[src/rtl/product_bcd_converter_pkg.sv]
// rtl/product_bcd_converter_pkg.sv - shared types, defaults and sizing helpers for the product BCD converter
package product_bcd_converter_pkg;

  localparam int DEFAULT_WORD_LENGTH = 16;

  typedef enum logic [1:0] {
    IDLE  = 2'd0,
    SHIFT = 2'd1,
    DONE  = 2'd2
  } state_t;

  // ceil(bits * log10(2)), with log10(2) taken as 0.30103
  function automatic int bcd_digits(input int bits);
    return (bits * 30103 + 99999) / 100000;
  endfunction

endpackage

[src/rtl/product_bcd_converter_if.sv]
// rtl/product_bcd_converter_if.sv - request/result bundle between a producer and the BCD converter
interface product_bcd_converter_if
  import product_bcd_converter_pkg::*;
#(
  parameter int WORD_LENGTH = DEFAULT_WORD_LENGTH
) ();

  localparam int IN_WIDTH = 2 * WORD_LENGTH;
  localparam int DIGITS   = bcd_digits(IN_WIDTH);

  logic                  Start;
  logic [IN_WIDTH-1:0]   Binary_In;
  logic                  busy;
  logic                  ready;
  logic [4*DIGITS-1:0]   BCD_Out;

  modport master (
    output Start,
    output Binary_In,
    input  busy,
    input  ready,
    input  BCD_Out
  );

  modport slave (
    input  Start,
    input  Binary_In,
    output busy,
    output ready,
    output BCD_Out
  );

endinterface

[src/rtl/product_bcd_converter_digit_adjust.sv]
// rtl/product_bcd_converter_digit_adjust.sv - double-dabble add-3 correction for one BCD digit
module bcd_digit_adjust (
  input  logic [3:0] i_digit,
  output logic [3:0] o_digit
);

  assign o_digit = (i_digit >= 4'd5) ? (i_digit + 4'd3) : i_digit;

endmodule

[src/rtl/product_bcd_converter.sv]
// rtl/product_bcd_converter.sv - sequential double-dabble converter turning a binary product into packed BCD
module product_bcd_converter
  import product_bcd_converter_pkg::*;
#(
  parameter int WORD_LENGTH = DEFAULT_WORD_LENGTH
) (
  input  logic                     clk,
  input  logic                     reset,
  product_bcd_converter_if.slave   bus
);

  localparam int IN_WIDTH = 2 * WORD_LENGTH;
  localparam int DIGITS   = bcd_digits(IN_WIDTH);
  localparam int BCD_W    = 4 * DIGITS;
  localparam int CNT_W    = $clog2(IN_WIDTH + 1);
  localparam logic [CNT_W-1:0] LAST_CNT = CNT_W'(IN_WIDTH);

  state_t                r_state;
  state_t                w_state_nxt;
  logic [CNT_W-1:0]      r_count;
  logic [CNT_W-1:0]      w_count_nxt;
  logic [BCD_W-1:0]      r_scratch;
  logic [BCD_W-1:0]      w_scratch_nxt;
  logic [BCD_W-1:0]      r_bcd_out;
  logic [BCD_W-1:0]      w_bcd_out_nxt;
  logic [BCD_W-1:0]      w_adj;
  logic [IN_WIDTH-1:0]   r_shift;
  logic [IN_WIDTH-1:0]   w_shift_nxt;
  logic [BCD_W+IN_WIDTH-1:0] w_shifted;

  generate
    for (genvar g = 0; g < DIGITS; g++) begin : g_adj
      bcd_digit_adjust u_adj (
        .i_digit (r_scratch[4*g +: 4]),
        .o_digit (w_adj[4*g +: 4])
      );
    end
  endgenerate

  // Corrected scratch and the binary shift register move left together as one word
  assign w_shifted = {w_adj, r_shift} << 1;

  always_comb begin
    w_state_nxt   = r_state;
    w_count_nxt   = r_count;
    w_scratch_nxt = r_scratch;
    w_shift_nxt   = r_shift;
    w_bcd_out_nxt = r_bcd_out;
    case (r_state)
      IDLE, DONE: begin
        if (bus.Start) begin
          w_state_nxt   = SHIFT;
          w_shift_nxt   = bus.Binary_In;
          w_scratch_nxt = '0;
          w_count_nxt   = '0;
        end
      end
      SHIFT: begin
        if (r_count == LAST_CNT) begin
          w_state_nxt   = DONE;
          w_bcd_out_nxt = r_scratch;
        end else begin
          w_scratch_nxt = w_shifted[BCD_W+IN_WIDTH-1:IN_WIDTH];
          w_shift_nxt   = w_shifted[IN_WIDTH-1:0];
          w_count_nxt   = r_count + 1'b1;
        end
      end
      default: begin
        w_state_nxt = IDLE;
      end
    endcase
  end

  always_ff @(posedge clk or posedge reset) begin
    if (reset) begin
      r_state   <= IDLE;
      r_count   <= '0;
      r_scratch <= '0;
      r_shift   <= '0;
      r_bcd_out <= '0;
    end else begin
      r_state   <= w_state_nxt;
      r_count   <= w_count_nxt;
      r_scratch <= w_scratch_nxt;
      r_shift   <= w_shift_nxt;
      r_bcd_out <= w_bcd_out_nxt;
    end
  end

  assign bus.busy    = (r_state == SHIFT);
  assign bus.ready   = (r_state == DONE);
  assign bus.BCD_Out = r_bcd_out;

endmodule
[src/flat_wrapper.sv]
// flat-port wrapper written by rule: the top's interface ports become plain ports
module product_bcd_converter_flat import product_bcd_converter_pkg::*;
#(
  parameter int WORD_LENGTH = DEFAULT_WORD_LENGTH
)
  (clk, reset, bus_Start, bus_Binary_In, bus_busy, bus_ready, bus_BCD_Out);
  product_bcd_converter_if #(.WORD_LENGTH(WORD_LENGTH)) bus_i ();
  input  logic clk;
  input  logic reset;
  input wire logic [$bits(bus_i.Start)-1:0] bus_Start;
  input wire logic [$bits(bus_i.Binary_In)-1:0] bus_Binary_In;
  output wire logic [$bits(bus_i.busy)-1:0] bus_busy;
  output wire logic [$bits(bus_i.ready)-1:0] bus_ready;
  output wire logic [$bits(bus_i.BCD_Out)-1:0] bus_BCD_Out;
  assign bus_i.Start = bus_Start;
  assign bus_i.Binary_In = bus_Binary_In;
  assign bus_busy = bus_i.busy;
  assign bus_ready = bus_i.ready;
  assign bus_BCD_Out = bus_i.BCD_Out;
  product_bcd_converter #(.WORD_LENGTH(WORD_LENGTH)) u_core (.clk(clk), .reset(reset), .bus(bus_i));
endmodule
[config.mk]
export PLATFORM = sky130hd
export DESIGN_NAME = product_bcd_converter_flat
export DESIGN_NICKNAME = d
export VERILOG_FILES = /design/src/rtl/product_bcd_converter_pkg.sv /design/src/rtl/product_bcd_converter_if.sv /design/src/rtl/product_bcd_converter_digit_adjust.sv /design/src/rtl/product_bcd_converter.sv /design/src/flat_wrapper.sv
export SDC_FILE = /design/constraint.sdc
export NUM_CORES = 1
export LEC_CHECK = 0
export BUFFER_PORTS_ARGS = -buffer_cell sky130_fd_sc_hd__buf_2
export CELL_PAD_IN_SITES_DETAIL_PLACEMENT = 1
export CELL_PAD_IN_SITES_GLOBAL_PLACEMENT = 2
export CORE_MARGIN = 2
export CORE_UTILIZATION = 34
export CTS_CLUSTER_SIZE = 25
export DETAILED_ROUTE_END_ITERATION = 10
export HOLD_SLACK_MARGIN = 0.08
export PLACE_DENSITY = 0.85
export SYNTH_ARGS = -nofsm -noshare
export SYNTH_HDL_FRONTEND = slang
export SYNTH_SLANG_ARGS = --single-unit
[constraint.sdc]
create_clock -name clk -period 4.1 [get_ports clk]
set_clock_uncertainty 0.1 [all_clocks]
set_input_delay 0.82 -clock clk [delete_from_list [all_inputs] [get_ports clk]]
set_output_delay 0.82 -clock clk [all_outputs]
set_load 0.01 [all_outputs]
Word-level counts from Yosys, hierarchy flattened
Cells that the tools add are included.
{"block": "classes", "n_addsub": 11, "n_lt_le_gt_ge": 10, "n_eq_ne": 6, "muxes": 22, "reduce_logical": 6}
{"cell": "2-to-1 mux 40 bit", "n": 2}
{"cell": "case mux 40 bit (2 select lines)", "n": 1}
{"cell": "2-to-1 mux 32 bit", "n": 2}
{"cell": "case mux 32 bit (2 select lines)", "n": 1}
{"cell": "greater-or-equal comparator 4 x 3 -> 1 bit, second input constant", "n": 10}
{"cell": "adder 4 x 2 -> 4 bit, second input constant", "n": 9}
{"cell": "2-to-1 mux 4 bit", "n": 9}
{"cell": "2-to-1 mux 6 bit", "n": 2}
{"cell": "case mux 6 bit (2 select lines)", "n": 1}
{"cell": "adder 6 x 1 -> 6 bit, second input constant", "n": 1}
{"cell": "equality test 6 bit, second input constant", "n": 1}
{"cell": "2-to-1 mux 2 bit", "n": 2}
{"cell": "inequality test 2 bit, second input constant", "n": 2}
{"cell": "case mux 2 bit (2 select lines)", "n": 1}
{"cell": "AND reduction 2 bit", "n": 2}
{"cell": "adder 3 x 2 -> 3 bit, second input constant", "n": 1}
{"cell": "2-to-1 mux 3 bit", "n": 1}
{"cell": "AND reduction 3 bit", "n": 1}
{"cell": "equality test 2 x 1 -> 1 bit, second input constant", "n": 1}
{"cell": "equality test 2 bit, second input constant", "n": 1}
{"cell": "zero test 2 bit", "n": 1}
{"cell": "inequality test 2 x 1 -> 1 bit, second input constant", "n": 1}
{"cell": "nonzero test 2 bit", "n": 1}
{"cell": "OR reduction 2 bit", "n": 1}
{"block": "totals", "register_bits": 120, "inputBits": 35, "out_inout_bits": 42, "word_cells": 60}

Depth between registers and ports, before layout
{"block": "depth", "ltp_word": 4, "mapped_depth": 8, "mapped_depth_nobuf": 6}

Modules after synthesis
A second synthesis with hierarchy kept.
{"block": "hier_totals", "hier_cells": 569, "area_unflattened_um2": 5869.4}
{"module": "product_bcd_converter", "instances": 1, "cells_each": 409, "area_per_inst_um2": 4855.9, "seq_area_each_um2": 3002.9}
{"module": "bcd_digit_adjust", "instances": 10, "cells_each": 16, "area_per_inst_um2": 101.3, "seq_area_each_um2": 0.0}

Worst setup path before layout
OpenSTA, ideal clock, no wires.
{"block": "synth_path", "path_type": "register to register", "start": "register u_core.r_count[0]", "end": "register u_core.r_bcd_out[38] (netlist: u_core.bus.BCD_Out[38])", "setup_time_ns": 0.128, "arrival_ns": 1.663, "t_required_ns": 3.872, "setup_slack_ns": 2.210, "stages_incl_launch_ff": 8, "n_path_buf": 1, "period_less_slack_ns": 1.890, "cell_sequence": "dfrtp_1 -> inv_1 -> ha_1 -> or3b_4 -> nor2_2 -> nand2_1 -> buf_2 -> mux2_1"}
{"block": "synth_via", "elab_chain_len": 2}
{"item": "from (decl)", "line_no": "product_bcd_converter.sv:20", "source": "logic [CNT_W-1:0] r_count;"}
{"item": "from (signal assigned)", "line_no": "product_bcd_converter.sv:83", "source": "r_count <= w_count_nxt;"}
{"item": "equality test 6 bit", "line_no": "product_bcd_converter.sv:59", "source": "if (r_count == LAST_CNT) begin"}
{"item": "AND reduction 2 bit (no source line)"}
{"item": "to (signal assigned)", "line_no": "product_bcd_converter.sv:86", "source": "r_bcd_out <= w_bcd_out_nxt;"}
{"item": "to (decl)", "line_no": "product_bcd_converter.sv:24", "source": "logic [BCD_W-1:0] r_bcd_out;"}
Every way passes these cells.
A chain may end at the register's enable or synchronous reset.

Worst setup path in the final report
{"block": "layout_path", "start": "register u_core.r_state[1]", "end": "output bus_busy"}
{"block": "layout_via", "elab_chain_len": 1}
{"item": "from (decl)", "line_no": "product_bcd_converter.sv:18", "source": "state_t r_state;"}
{"item": "from (signal assigned)", "line_no": "product_bcd_converter.sv:82", "source": "r_state <= w_state_nxt;"}
{"item": "equality test 2 x 1 -> 1 bit", "line_no": "product_bcd_converter.sv:90", "source": "assign bus.busy = (r_state == SHIFT);"}
{"item": "to (decl)", "line_no": "flat_wrapper.sv:12", "source": "output wire logic [$bits(bus_i.busy)-1:0] bus_busy;"}
Every way passes these cells.

==> flow_metrics.env <==
export IMPL_p_int_w=0.00359
export IMPL_synth_top_area_share_pct=53.1
export IMPL_clock_insertion_delay_worst_skew_ns=0.42
export IMPL_grt_pass1_wl_um=23500
export IMPL_routedWlPerCell_um=16.9
export IMPL_ys_warnings_count=0
export IMPL_ctsResizeCount=0
export IMPL_yosys_cell_count_top_type="sky130_fd_sc_hd__dfrtp_1"
export IMPL_period_needed_ns=2.79
export IMPL_dominantRegCellSynth="sky130_fd_sc_hd__dfrtp_1"
export IMPL_tritoncts="built"
export IMPL_grt_overflow=0
export IMPL_die_height_um=133
export IMPL_share_of_total_power_in_sequential_cells_pct=37.8
export IMPL_chipWidth_um=133
export IMPL_max_clock_freq_ghz=0.359
export IMPL_setup_viol=0
export IMPL_cts_buffers_inserted=17
export IMPL_synth_edf_count=0
export IMPL_slew_headroom_pct=30.4
export IMPL_syn_to_final_growth_pct=20.3
export IMPL_cts_num_sinks=120
export IMPL_path_max_fanout=17
export IMPL_layout_drive_gt1_share_pct=27.2
export IMPL_power_per_cell_area_nw_per_um2=831
export IMPL_required_ns=3.18
export IMPL_detailedRoute_firstIterationViolations=182
export IMPL_worst_voltage_drop_across_the_vdd_grid_uv=380
export IMPL_synth_nets=577
export IMPL_post_layout_net_count=648
export IMPL_cap_violations=0
export IMPL_netlist_instances=520
export IMPL_rsz0062_at_grt="no"
export IMPL_share_of_the_cycle_needed_by_the_critical_path_after_routing_pct=68.0
export IMPL_starting_density_of_the_core_pct=34.4
export IMPL_timing_critical_path_slowest_stage_cell="sky130_fd_sc_hd__nand2b_1"
export IMPL_synthTopCellsByArea="sky130_fd_sc_hd__dfrtp_1 53%, sky130_fd_sc_hd__mux2_2 9.8%, sky130_fd_sc_hd__ha_1 4.9%, sky130_fd_sc_hd__a21oi_1 4.5%, sky130_fd_sc_hd__inv_1 3.7%"
export IMPL_globalplace_congestion=0.731
export IMPL_avg_inst_size_synth_sq_um=10.9
export IMPL_clkPwrFrac_pct=25.9
export IMPL_global_route_usage_total_pct=16.9
export IMPL_drt_pass1_iterations=4
export IMPL_startpoint_type="flip-flop"
export IMPL_cts_clk_slew_worst_paths_ns=0.06
export IMPL_detailroute_via_count=4229
export IMPL_antenna_violations_before_repair=1
export IMPL_floorplan_die_area_sq_um=17700
export IMPL_mappedNetlistArea_sq_um=5650
export IMPL_cp_top_family="buffers and inverters"
export IMPL_hpwlAfterDp_um=8860
export IMPL_clock_tree_htree_level_count=4
export IMPL_critPathArrivalTime_ns=1.87
export IMPL_total_leakage_power_nw=3.28
export IMPL_run_status="finished clean"
export IMPL_asyncSetResetFlopFracSynth_pct=100
export IMPL_fin_area_sq_um=6800
export IMPL_maxSlewViolCount=0
export IMPL_ioPinCount=77
export IMPL_clockBufferDepth=2
export IMPL_io_buffer_count=76
export IMPL_avgViaCountPerCell=5.13
export IMPL_post_cts_setup_buffers=0
export IMPL_coreArea_sq_um=16400
export IMPL_post_synth_num_cell_types=30
export IMPL_clock_tree_root_cell="sky130_fd_sc_hd__clkbuf_16"
export IMPL_drt_antenna_violating_nets=0
export IMPL_holdBufCountCts=0
export IMPL_top_cells_by_count_synth="120 x sky130_fd_sc_hd__dfrtp_1, 56 x sky130_fd_sc_hd__inv_1, 51 x sky130_fd_sc_hd__a21oi_1"
export IMPL_num_rows=47
export IMPL_path_cells="nand2b_1 -> inv_2 -> buf_2"
export IMPL_post_dp_cell_area_sq_um=6220
export IMPL_drt_wl_total_um=13900
export IMPL_postSynthRegisterBits=120
export IMPL_switching_power_w=0.00206
export IMPL_yosysTopAreaCell="sky130_fd_sc_hd__dfrtp_1"
export IMPL_path_class="reg -> out"
export IMPL_cp_buffers_inverters=2
export IMPL_drcViolationCount=0
export IMPL_tns_ns=0
export IMPL_hp_class="in -> async"
export IMPL_finalHoldViolCount=0
export IMPL_max_stage_delay_ns=0.43
export IMPL_power_switching_share_pct=36.5
export IMPL_grt_max_degree=97
export IMPL_comb_power_share_pct=36.3
export IMPL_critical_path_endpoint_type="primary output"
export IMPL_setup_reg_to_reg_worst_slack_ns=1.40
export IMPL_synth_seq_area_share_pct=53.1
export IMPL_grt_pass1_vias=4593
export IMPL_worstMarginPinSlew_ns=1.04
[final cells by class]
type                    count  area, sq um
fillers                  1819         9610
flip-flops and latches    120         3000
multi-input cells         315         2300
clock buffers              24          482
repair buffers             80          423
well taps                 220          275
inverters                  57          218
clock inverters             8         95.1
diodes                      1         2.50
[sequential cells by signal (all words and copies together), names as in the netlist]
signal / count
u_core.r_shift: 32
u_core.bus.BCD_Out: 40
u_core.r_scratch: 40
u_core.r_count: 6
u_core.r_state: 2
[stage by stage]
stage / instances / utilization [%] / setup slack [ns] / hold WS [ns] / power [W]
4_1_cts: 824 / 41.4 / 1.26 / 0.397 / 0.00573
2_1_floorplan: 520 / - / 1.71 / 0.358 / 0.00358
6_report: 825 / 41.4 / 1.31 / 0.381 / 0.00565
3_5_place_dp: 792 / 37.9 / 1.18 / 0.387 / 0.00420
5_1_grt: 825 / 41.4 / 1.18 / 0.409 / 0.00610
3_3_place_gp: 792 / 37.9 / 1.30 / 0.379 / 0.00401
[kinds of logic after synthesis]
family / Yosys count / synth area share (%)
adders and majority gates: 22 / 4.87
muxes: 50 / 9.96
and+or+nand+nor: 96 / 10.2
buffers and inverters: 85 / 6.29
DFF: 120 / 53.1
AOI/OAI and AO/OA: 135 / 13.7
xor gates and xnor gates: 12 / 1.86
[layout by cell type, fill, tap and decap left out, types with 2 or more instances in the layout]
cell,netlist,final
sky130_fd_sc_hd__nor2b_1,2,2
sky130_fd_sc_hd__clkinv_2,0,4
sky130_fd_sc_hd__buf_4,4,3
sky130_fd_sc_hd__nor4b_1,10,10
sky130_fd_sc_hd__nand2_1,8,7
sky130_fd_sc_hd__nor3b_1,9,9
sky130_fd_sc_hd__clkbuf_1,12,4
sky130_fd_sc_hd__nor2_1,2,2
sky130_fd_sc_hd__a21oi_1,51,51
sky130_fd_sc_hd__nand2b_1,14,13
sky130_fd_sc_hd__o22ai_1,31,31
sky130_fd_sc_hd__and3_1,11,11
sky130_fd_sc_hd__nand3_1,34,34
sky130_fd_sc_hd__dfrtp_1,120,120
sky130_fd_sc_hd__clkinvlp_4,0,3
sky130_fd_sc_hd__xor2_1,2,2
sky130_fd_sc_hd__clkbuf_8,0,3
sky130_fd_sc_hd__nand4_1,2,2
sky130_fd_sc_hd__inv_1,56,55
sky130_fd_sc_hd__ha_1,22,22
sky130_fd_sc_hd__clkbuf_16,0,17
sky130_fd_sc_hd__xnor2_1,10,10
sky130_fd_sc_hd__mux2_2,49,49
sky130_fd_sc_hd__a221o_1,10,10
sky130_fd_sc_hd__o21ai_0,42,42
sky130_fd_sc_hd__bufinv_16,0,2
sky130_fd_sc_hd__buf_2,11,76
[power groups by stage]
stage	sequential (W)	clock, W	combinational [W]
2_1_floorplan	0.00208	0	0.00150
3_3_place_gp	0.00211	0	0.00190
3_5_place_dp	0.00215	0	0.00205
4_1_cts	0.00214	0.00150	0.00209
5_1_grt	0.00223	0.00155	0.00232
6_report	0.00213	0.00146	0.00205
[per-layer routing]
layer	GRT usage, %	part of all wire (%)	up-vias
met5	0	0	-
met3	3.79	3.1	20
li1	-	-	1985
met2	29.3	52	71
met1	20.0	43	2153
met4	7.59	2.0	0
[final timing paths]
| kind | start | end | depth (start not counted) |
|---|---|---|---|
| setup / recovery | u_core.r_state[1] | bus_busy | 3 |
| hold reg to reg | u_core.bus.BCD_Out[13] | u_core.bus.BCD_Out[13] | 1 |
| setup reg to reg | u_core.r_state[1] | u_core.bus.BCD_Out[38] | 4 |
| min in group clk | u_core.bus.BCD_Out[13] | u_core.bus.BCD_Out[13] | 1 |
| max in group asynchronous | reset | u_core.r_scratch[4] | 3 |
| hold / removal | reset | u_core.r_shift[7] | 2 |
Note: power is estimated with default switching activity, not from simulation.
